===== config.mk =====
export PLATFORM = sky130hd
export DESIGN_NAME = simon_core_param
export DESIGN_NICKNAME = d
export VERILOG_FILES = /design/src/rtl/simon_core_param.sv
export SDC_FILE = /design/constraint.sdc
export NUM_CORES = 1
export LEC_CHECK = 0
export ABC_AREA = 1
export ABC_CLOCK_PERIOD_IN_PS = 5910
export BUFFER_PORTS_ARGS = -buffer_cell sky130_fd_sc_hd__buf_4
export CORE_MARGIN = 1
export CORE_UTILIZATION = 40
export CTS_CLUSTER_DIAMETER = 120
export CTS_CLUSTER_SIZE = 25
export DETAILED_ROUTE_END_ITERATION = 8
export HOLD_SLACK_MARGIN = 0.06
export PLACE_DENSITY = 0.64
export SLEW_MARGIN = 15
export SYNTH_ARGS = -nofsm -noshare
export SYNTH_HDL_FRONTEND = slang
export SYNTH_SLANG_ARGS = --single-unit

===== constraint.sdc =====
create_clock -name clk -period 5.91 [get_ports clk]
set_clock_uncertainty 0.1 [all_clocks]
set_input_delay 1.182 -clock clk [delete_from_list [all_inputs] [get_ports clk]]
set_output_delay 1.182 -clock clk [all_outputs]
set_load 0.01 [all_outputs]

===== src/rtl/simon_core_param.sv =====
// Parameterised Simon memory game: an LFSR picks colours, the sequence is
// replayed on the display and the player's presses are echoed and checked.
module simon_core_param #(
  parameter int NUM_COLORS     = 4,
  parameter int MAX_ROUNDS     = 32,
  parameter int SHOW_CYCLES    = 50000000,
  parameter int GAP_CYCLES     = 12500000,
  parameter int BLINK_CYCLES   = 25000000,
  parameter int TIMEOUT_CYCLES = 250000000,
  parameter logic [15:0] LFSR_SEED = 16'hACE1,
  localparam int CW = ($clog2(NUM_COLORS) < 1) ? 1 : $clog2(NUM_COLORS),
  localparam int RW = $clog2(MAX_ROUNDS + 1)
) (
  input  logic                  clk,
  input  logic                  rst,
  input  logic                  start_btn,
  input  logic [NUM_COLORS-1:0] btn,
  output logic [RW-1:0]         round,
  output logic [CW-1:0]         color,
  output logic                  color_en,
  output logic                  game_over,
  output logic                  win
);

  localparam int AW = (MAX_ROUNDS > 1) ? $clog2(MAX_ROUNDS) : 1;

  typedef enum logic [2:0] {
    IDLE, GETCOLOR, SHOW_ON, SHOW_GAP, PLAYER, ECHO, WIN, LOSE
  } state_t;

  state_t                state, state_n;
  logic                  start_q;
  logic [NUM_COLORS-1:0] btn_q;
  logic [15:0]           lfsr;
  logic [31:0]           timer, timer_n;
  logic [RW-1:0]         seq_idx, seq_idx_n;
  logic [RW-1:0]         player_idx, player_idx_n;
  logic [RW-1:0]         round_n;
  logic [CW-1:0]         pressed, pressed_n;
  logic [CW-1:0]         mem [MAX_ROUNDS];
  logic                  mem_we;

  logic                  start_edge;
  logic [NUM_COLORS-1:0] btn_edge;
  logic [CW-1:0]         first_edge;
  logic [CW-1:0]         lfsr_v;
  logic [CW-1:0]         new_color;
  logic [RW-1:0]         last_idx;

  assign start_edge = start_btn & ~start_q;
  assign btn_edge   = btn & ~btn_q;
  assign last_idx   = round - RW'(1);
  assign lfsr_v     = lfsr[CW-1:0];

  // Lowest-index button wins when several edges arrive together
  always_comb begin
    first_edge = '0;
    for (int i = NUM_COLORS - 1; i >= 0; i--) begin
      if (btn_edge[i]) first_edge = CW'(i);
    end
  end

  always_comb begin
    new_color = lfsr_v;
    if (int'(lfsr_v) >= NUM_COLORS) new_color = lfsr_v - CW'(NUM_COLORS);
  end

  always_comb begin
    state_n      = state;
    timer_n      = timer + 32'd1;
    seq_idx_n    = seq_idx;
    player_idx_n = player_idx;
    pressed_n    = pressed;
    round_n      = round;
    mem_we       = 1'b0;
    case (state)
      IDLE, WIN, LOSE: begin
        timer_n = '0;
        if (start_edge) begin
          round_n = '0;
          state_n = GETCOLOR;
        end
      end
      GETCOLOR: begin
        mem_we    = 1'b1;
        round_n   = round + RW'(1);
        seq_idx_n = '0;
        timer_n   = '0;
        state_n   = SHOW_ON;
      end
      SHOW_ON: begin
        if (timer == 32'(SHOW_CYCLES - 1)) begin
          timer_n = '0;
          state_n = SHOW_GAP;
        end
      end
      SHOW_GAP: begin
        if (timer == 32'(GAP_CYCLES - 1)) begin
          timer_n = '0;
          if (seq_idx == last_idx) begin
            player_idx_n = '0;
            state_n      = PLAYER;
          end else begin
            seq_idx_n = seq_idx + RW'(1);
            state_n   = SHOW_ON;
          end
        end
      end
      PLAYER: begin
        // A press in the final cycle still beats the timeout
        if (|btn_edge) begin
          pressed_n = first_edge;
          timer_n   = '0;
          state_n   = ECHO;
        end else if (timer == 32'(TIMEOUT_CYCLES - 1)) begin
          timer_n = '0;
          state_n = LOSE;
        end
      end
      ECHO: begin
        if (timer == 32'(BLINK_CYCLES - 1)) begin
          timer_n = '0;
          if (pressed != mem[player_idx[AW-1:0]]) begin
            state_n = LOSE;
          end else if (player_idx != last_idx) begin
            player_idx_n = player_idx + RW'(1);
            state_n      = PLAYER;
          end else if (round == RW'(MAX_ROUNDS)) begin
            state_n = WIN;
          end else begin
            state_n = GETCOLOR;
          end
        end
      end
      default: begin
        timer_n = '0;
        state_n = IDLE;
      end
    endcase
  end

  always_ff @(posedge clk) begin
    if (rst) begin
      state      <= IDLE;
      start_q    <= 1'b0;
      btn_q      <= '0;
      lfsr       <= LFSR_SEED;
      timer      <= '0;
      seq_idx    <= '0;
      player_idx <= '0;
      pressed    <= '0;
      round      <= '0;
    end else begin
      state      <= state_n;
      start_q    <= start_btn;
      btn_q      <= btn;
      lfsr       <= {1'b0, lfsr[15:1]} ^ (lfsr[0] ? 16'hB400 : 16'h0000);
      timer      <= timer_n;
      seq_idx    <= seq_idx_n;
      player_idx <= player_idx_n;
      pressed    <= pressed_n;
      round      <= round_n;
    end
  end

  // Sequence memory keeps its contents across reset
  always_ff @(posedge clk) begin
    if (mem_we && !rst) mem[round[AW-1:0]] <= new_color;
  end

  always_comb begin
    color = '0;
    if (state == SHOW_ON)   color = mem[seq_idx[AW-1:0]];
    else if (state == ECHO) color = pressed;
  end

  assign color_en  = (state == SHOW_ON) || (state == ECHO);
  assign game_over = (state == LOSE);
  assign win       = (state == WIN);

endmodule


Word level (Yosys, flattened, before mapping)
Memory sizes are Yosys's and may differ from the RTL's. A register that Yosys moved wholly into a read port is not among the register bits.
Cells that the tools add are included.
{"block": "classes", "muxes": 42, "bitwise": 5, "eq_ne": 24, "n_addsub": 5, "n_reduce_logical": 15}
{"op": "two-way mux 32 bit", "count": 5}
{"op": "one-hot mux 32 bit (5 select lines)", "count": 1}
{"op": "two-way mux 6 bit", "count": 8}
{"op": "one-hot mux 6 bit (2 select lines)", "count": 3}
{"op": "adder 32 x 1 -> 32 bit, second input constant", "count": 1}
{"op": "== test 32 x 24 -> 1 bit, second input constant", "count": 1}
{"op": "== test 32 x 25 -> 1 bit, second input constant", "count": 1}
{"op": "== test 32 x 26 -> 1 bit, second input constant", "count": 1}
{"op": "== test 32 x 28 -> 1 bit, second input constant", "count": 1}
{"op": "two-way mux 3 bit", "count": 10}
{"op": "two-way mux 5 bit", "count": 4}
{"op": "adder 6 x 1 -> 6 bit, second input constant", "count": 3}
{"op": "one-hot mux 3 bit (6 select lines)", "count": 1}
{"op": "two-way mux 16 bit", "count": 1}
{"op": "!= test 2 bit, second input constant", "count": 8}
{"op": "XOR 15 x 16 -> 16 bit", "count": 1}
{"op": "== test 3 bit, second input constant", "count": 4}
{"op": "two-way mux 2 bit", "count": 6}
{"op": "OR reduction 4 bit", "count": 2}
{"op": "== test 3 x 2 -> 1 bit, second input constant", "count": 2}
{"op": "== test 6 bit", "count": 1}
{"op": "== test 6 bit, second input constant", "count": 1}
{"op": "!= test 6 bit", "count": 1}
{"op": "AND reduction 6 bit", "count": 1}
{"op": "other kinds (18)", "count": 23}
{"block": "totals", "input_bits": 7, "elab_cells": 101, "out_inout_bits": 11, "mem_count": 1, "reg_bits": 76, "ramBits": 64}
{"name": "mem", "depth": 32, "word_bits": 2, "rd": 2, "rd_clocked_by_memory_dff": 2, "wr": 1, "line": "40", "text": "logic [CW-1:0] mem [MAX_ROUNDS];"}

Longest topological paths before layout
Gate-level depths: netlist of the first run.
{"block": "logic_depth", "word_depth": 8, "depth_mapped": 18, "mapped_depth_nobuf": 18}

Worst setup path after synthesis of the first run
Ideal clock, no wire load.
{"block": "synth_path", "path_type": "flip-flop to output port", "startpoint": "register with a tool-made name", "endpoint": "output color[0]", "arrival_ps": 1541, "setup_slack_ps": 3087, "required_ps": 4628, "n_path_buf": 2, "path_stages_with_launch": 8, "cell_sequence": "dfxtp_1 > clkbuf_1 > clkbuf_1 > o21ai_0 > a221oi_1 > o211ai_1 > nand3_1 > o21ai_0"}
{"item": "end, declared", "line": "19", "text": "output logic [CW-1:0] color,"}

==> results_dict.tcl, run 1 <==
set metrics [dict create \
    post-place-ws_ps 2210 \
    ys_seq_elements 150 \
    status "complete, but fails checks" \
    ant_nets 0 \
    post-route-period-util_pct 70.5 \
    post_cts_resized 0 \
    endpoint "color[0]" \
    postCtsHoldBufs 0 \
    grt_max_degree 41 \
    p_leak_nw 3.05 \
    seq_area_frac_synth_pct 47.7 \
    syn-num-nets 987 \
    report.final.slew_viol_count 0 \
    start_util_pct 40.8 \
    wl_met2_um 8540 \
    internal_power_mw 1.78 \
    drive_gt1_share_pct 10.2 \
    avgSynthCellArea_um2 7.86 \
    synth.area.top_cells "edfxtp_1 (25%), dfxtp_1 (23%), nand2_1 (9.1%)" \
    min_period_ps 4170 \
    place_hpwl_um 13400 \
    cp.buffers_inverters 3 \
    antenna_found_initial 0 \
    portBuffers 17 \
    violations "design-rule violations" \
    fmax_ghz 0.240 \
    drcViolationCount 1 \
    max-clock-path-buffers 2 \
    drt-met1-wl_um 8830 \
    nets 998 \
    gp_congestion 0.918 \
    synthArstFlopShare_pct 0 \
    fin_setup_tns_ps 0 \
    clk_pin_slew_worst_paths_ps 60 \
    slowest_stage "clkinv_1" \
    hold_class "register to register" \
    synthDistinctLibCells 46 \
    cp-end-kind "output port" \
    core_area_mm2 0.0187 \
    die-area_mm2 0.0196 \
    via_per_inst 5.31 \
    htree_levels 4 \
    hp-start "lfsr[2]" \
    synth_area_mm2 0.00763 \
    path_common_cell "buf_4" \
    power_frac_comb_pct 10.9 \
    crit_fanout 39 \
    cts_setup_buffers 0 \
    num_vias 6525 \
    power_density_mw_per_mm2 284 \
    cts_buffers 17 \
    crit_arrival_ps 2880 \
    maxCapViolCount 0 \
    synth_edf_count 64 \
    grt_usage_pct 20.1 \
    grt_first_pass_wirelength_um 30900 \
    synth_common_cells "nand2_1 (186), nor2_1 (149), inv_1 (94)" \
    power_frac_seq_pct 46.3 \
    grt_setup_unrepaired "no" \
    synth_top_area_cell "edfxtp_1" \
    route.met3.wl_um 1020 \
    drt-pass1-iter-count 7 \
    reg2reg_slack_ps 3120 \
    avgRoutedWirePerCell_um 15.4 \
    cts_tree "built" \
    synth_ff_type "dfxtp_1" \
    rows 50 \
    die_x_um 140 \
    clock_latency_ps 420 \
    synth.most_common_cell "nand2_1" \
    cts_root_buf "clkbuf_16" \
    max_slew.worst_pin.slew_ps 970 \
    io_pins 18 \
    pwr-share-clk_pct 42.8 \
    slew_headroom_pct 34.8 \
    crit_family "buffers and inverters" \
    r2r_cells 14 \
    finalWirelength_um 18900 \
    grt_pass1_vias 5999 \
    die_h_um 140 \
    syn_to_final_growth_pct 11.2 \
    switchingPower_uw 625 \
    path_cells "buf_4, clkinv_1, nor2_1, a211oi_1, o311ai_0, o211ai_1, nand3_1, o21ai_0, buf_4" \
    drtIter0Drc 600 \
    cp-start-kind "register" \
    maxUsedRoutingLayer "met4" \
    synthCells 971 \
    crit_type "register to output port" \
    power.total_mw 2.41 \
    switching_share_pct 26.0 \
    synth_warnings 0 \
    grt-ovfl-total 0 \
    setup_violations 0 \
    worst-path-stages 9 \
    hold_violations 0 \
    numClockSinks 150 \
    diodes 0 \
    worst_ir_drop_vdd_mv 0.195 \
    slowest_delay_ps 590 \
    yosys.area.top_type_share_pct 25.2 \
    fin_ws_ps 1740 \
    required_ps 4630 \
]
[worst min-delay path, stage by stage, from the launching register on]
cell and delay (ps):
dfxtp_1 290, inv_1 40, nor2_1 30
[kinds of logic (layout without fill, tap and decap cells)]
family,after synthesis,count (layout),share of synthesized area (%)
adder cells (fa/ha/maj),9,9,1.47
buffers and inverters,137,161,7.36
XOR/XNOR,25,25,2.97
AO/OA/AOI/OAI,143,143,10.9
flip-flops,150,150,47.7
AND/OR/NAND/NOR,507,507,29.6
[cell usage in the layout (no fill, tap or decap), types with 10 or more instances in the layout]
master,count
a211oi_1,11
a21oi_1,33
buf_4,20
clkbuf_16,17
dfxtp_1,85
edfxtp_1,64
inv_1,94
inv_2,13
nand2_1,186
nand3_1,81
nand4_1,17
nor2_1,149
nor3_1,29
o211ai_1,10
o21ai_0,62
xor2_1,15
[stage by stage]
| stage | instances | util, % | area (µm²) | hold slack [ps] |
|---|---|---|---|---|
| after floorplan | 971 | - | 7630 | 288 |
| after global placement | 1197 | 42.4 | 7930 | 290 |
| after detailed placement | 1197 | 42.4 | 7930 | 295 |
| after CTS | 1229 | 45.4 | 8490 | 300 |
| after global routing | 1229 | 45.4 | 8490 | 307 |
| final | 1229 | 45.4 | 8490 | 295 |
[sequential cells by signal, indices dropped and copies added (netlist names), named ones only]
name	flops
seq_idx	6
timer	32
state	3
pressed	2
lfsr	16
start_q	1
player_idx	6
round	6
mem	64
btn_q	4
[routing by layer]
metal / global-route usage (%) / up-vias
li1: - / 3281
met1: 26.7 / 3019
met2: 32.0 / 182
met3: 4.21 / 43
met4: 8.16 / 0
met5: 0 / -
[worst min-delay path by stage]
stage / endpoint / slack [ps] / cells past startpoint
after global placement: lfsr[5] / 290 / 1
final: lfsr[1] / 290 / 2
after floorplan: lfsr[14] / 290 / 2
after detailed placement: lfsr[14] / 300 / 2
after global routing: lfsr[14] / 310 / 2
after CTS: lfsr[14] / 300 / 2
[power groups by stage]
stage	sequential, mW	combinational [mW]	clock [mW]
final	1.12	0.263	1.03
after global routing	1.12	0.296	1.09
after CTS	1.12	0.261	1.05
after detailed placement	1.14	0.260	0
after global placement	1.14	0.258	0
after floorplan	1.14	0.197	0
[layout make-up]
class | instances | area [µm²]
tap | 234 | 293
clock buffer | 22 | 464
timing repair buffer | 20 | 150
inverter | 109 | 409
clock inverter | 10 | 96.3
multi-input combinational | 684 | 3430
sequential | 150 | 3640
fill | 1832 | 10200
Power figures use the tool's default switching activity.
==> run 2: changes to the inputs <==
--- a/config.mk
+++ b/config.mk
@@ -6,7 +6,7 @@
 export NUM_CORES = 1
 export LEC_CHECK = 0
 export ABC_AREA = 1
-export ABC_CLOCK_PERIOD_IN_PS = 5910
+export ABC_CLOCK_PERIOD_IN_PS = 4050
 export BUFFER_PORTS_ARGS = -buffer_cell sky130_fd_sc_hd__buf_4
 export CORE_MARGIN = 1
 export CORE_UTILIZATION = 40
==> constraint.sdc (replaced) <==
create_clock -name clk -period 4.05 [get_ports clk]
set_clock_uncertainty 0.1 [all_clocks]
set_input_delay 0.81 -clock clk [delete_from_list [all_inputs] [get_ports clk]]
set_output_delay 0.81 -clock clk [all_outputs]
set_load 0.01 [all_outputs]
==> run 2 against run 1 <==
  * The run still ends with design-rule violations left
  * Clock power is 64% higher
  * Via count shrank 1.1%
  * Worst hold slack improved by 1.2 ps
  * Final cell count grew 0.16%
  * Total power grew 54%
  * Sequential power increased by 46%
  * Non-clock buffer count increased by 2
  * Die area did not move
==> results_dict.tcl, run 2 (same netlist as run 1, synthesis figures left out) <==
set metrics [dict create \
    power_frac_seq_pct 44.1 \
    avgRoutedWirePerCell_um 15.2 \
    die_x_um 140 \
    htree_levels 4 \
    numClockSinks 150 \
    design_area_mm2 0.00859 \
    nets 1000 \
    cp-end-kind "output port" \
    antenna_found_initial 0 \
    grt_first_pass_wirelength_um 30600 \
    switching_share_pct 24.0 \
    diodes 0 \
    most-common-layout-cells "nand2_1 (186), nor2_1 (149), inv_1 (94), dfxtp_1 (86), nand3_1 (81)" \
    portBuffers 17 \
    required_ps 3140 \
    hold_violations 0 \
    finalWirelength_um 18700 \
    post-place-ws_ps 1030 \
    max_slew.worst_pin.slew_ps 1080 \
    largest_register_ffs 64 \
    cp.buffers_inverters 2 \
    crit_fanout 18 \
    placed_cell_area_mm2 0.00794 \
    switchingPower_uw 890 \
    clk_pin_slew_worst_paths_ps 60 \
    crit_type "register to output port" \
    drcViolationCount 1 \
    cp-start-kind "register" \
    gp_congestion 0.902 \
    drive_gt1_share_pct 10.3 \
    cts_buffers 17 \
    fin_setup_tns_ps 0 \
    num_vias 6450 \
    min_period_ps 3460 \
    grt_pass1_vias 6028 \
    pwr-share-clk_pct 45.6 \
    post_cts_resized 0 \
    grt_usage_pct 19.9 \
    max-clock-path-buffers 2 \
    whs_ps 296 \
    report.final.slew_viol_count 0 \
    path_common_cell "o21ai_0" \
    cts_tree "built" \
    die-area_mm2 0.0196 \
    slowest_delay_ps 690 \
    cts_setup_buffers 0 \
    io_pins 18 \
    setup_violations 0 \
    start_util_pct 40.8 \
    cts_root_buf "clkbuf_16" \
    internal_power_mw 2.81 \
    slowest_stage "dfxtp_1" \
    die_h_um 140 \
    fmax_ghz 0.289 \
    drtIter0Drc 490 \
    maxCapViolCount 0 \
    fillCellCount 1781 \
    place_hpwl_um 13500 \
    violations "design-rule violations" \
    crit_family "compound AO/OA/AOI/OAI gates" \
    p_leak_nw 3.11 \
    slew_headroom_pct 27.7 \
    core_area_mm2 0.0187 \
    grt-ovfl-total 0 \
    post-route-period-util_pct 85.4 \
    grt_max_degree 39 \
    ant_nets 0 \
    postCtsHoldBufs 0 \
    power_density_mw_per_mm2 431 \
    path_cells "inv_1, a21oi_1, o21ai_0, a32oi_1, o221ai_1, nand3_1, o21ai_0, buf_4" \
    layout_commonest_cell "nand2_1" \
    status "complete, but fails checks" \
    power.total_mw 3.70 \
    syn_to_final_growth_pct 12.5 \
    rows 50 \
    via_per_inst 5.24 \
    hold_class "register to register" \
    power_frac_comb_pct 10.4 \
    drt-pass1-iter-count 7 \
    clock_latency_ps 420 \
    fin_ws_ps 592 \
    crit_arrival_ps 2550 \
    grt_setup_unrepaired "no" \
    worst_ir_drop_vdd_mv 0.399 \
]
-- run 2: changes by cell type in the layout (fill, tap and decap cells not counted), moves of 2 or more --
| cell | before | now |
|---|---|---|
| buf_4 | 20 | 22 |
| clkinv_2 | 2 | 0 |
| clkbuf_8 | 2 | 6 |
| clkinv_4 | 2 | 0 |
| clkbuf_16 | 17 | 19 |
| clkinvlp_4 | 2 | 0 |
-- run 2: area by class of cell --
class / instances / area (µm²) / share of cell area, %
flip-flops and latches: 150 / 3640 / 42.4
multi-input cells: 684 / 3430 / 39.9
clock buffers: 28 / 573 / 6.67
inverters: 109 / 409 / 4.76
well taps: 234 / 293 / 3.41
repair buffers: 22 / 165 / 1.92
clock inverters: 4 / 75.1 / 0.874
-- run 2: layer usage --
metal / GRT usage (%) / vias up / routed length (µm)
li1: - / 3278 / -
met1: 26.3 / 2975 / 8760
met2: 32.9 / 174 / 8800
met3: 3.62 / 23 / 846
met4: 6.77 / 0 / 276
met5: 0 / - / 0
-- run 2: per-stage QoR --
step           instances  utilization (%)
3_3_place_gp        1199             42.4
4_1_cts             1231             45.9
6_report            1231             45.9
3_5_place_dp        1199             42.4
5_1_grt             1231             45.9
2_1_floorplan        971                -
-- run 2: worst reg2reg max path: cells and delay by family (launching register included) --
kind,cells,cell delay (ps)
flops,1,810
simple gates,13,1290
buf+inv,2,420
compound gates,1,170
-- run 2: path summary, 6_finish.rpt --
check | startpoint | endpoint | slack, ps | cells after the start
worst max register to register | register | register | 1190 | 16
worst min-delay path | lfsr[15] | lfsr[14] | 300 | 2
worst max-delay path | register | color[0] | 590 | 8
worst min register to register | lfsr[15] | lfsr[14] | 300 | 2
-- run 2: power by group through the flow --
stage	Clock, mW	Combinational [mW]	Sequential [mW]
after floorplan	0	0.288	1.66
after global placement	0	0.380	1.66
after detailed placement	0	0.381	1.66
after CTS	1.71	0.382	1.63
after global routing	1.78	0.435	1.64
final	1.69	0.385	1.63
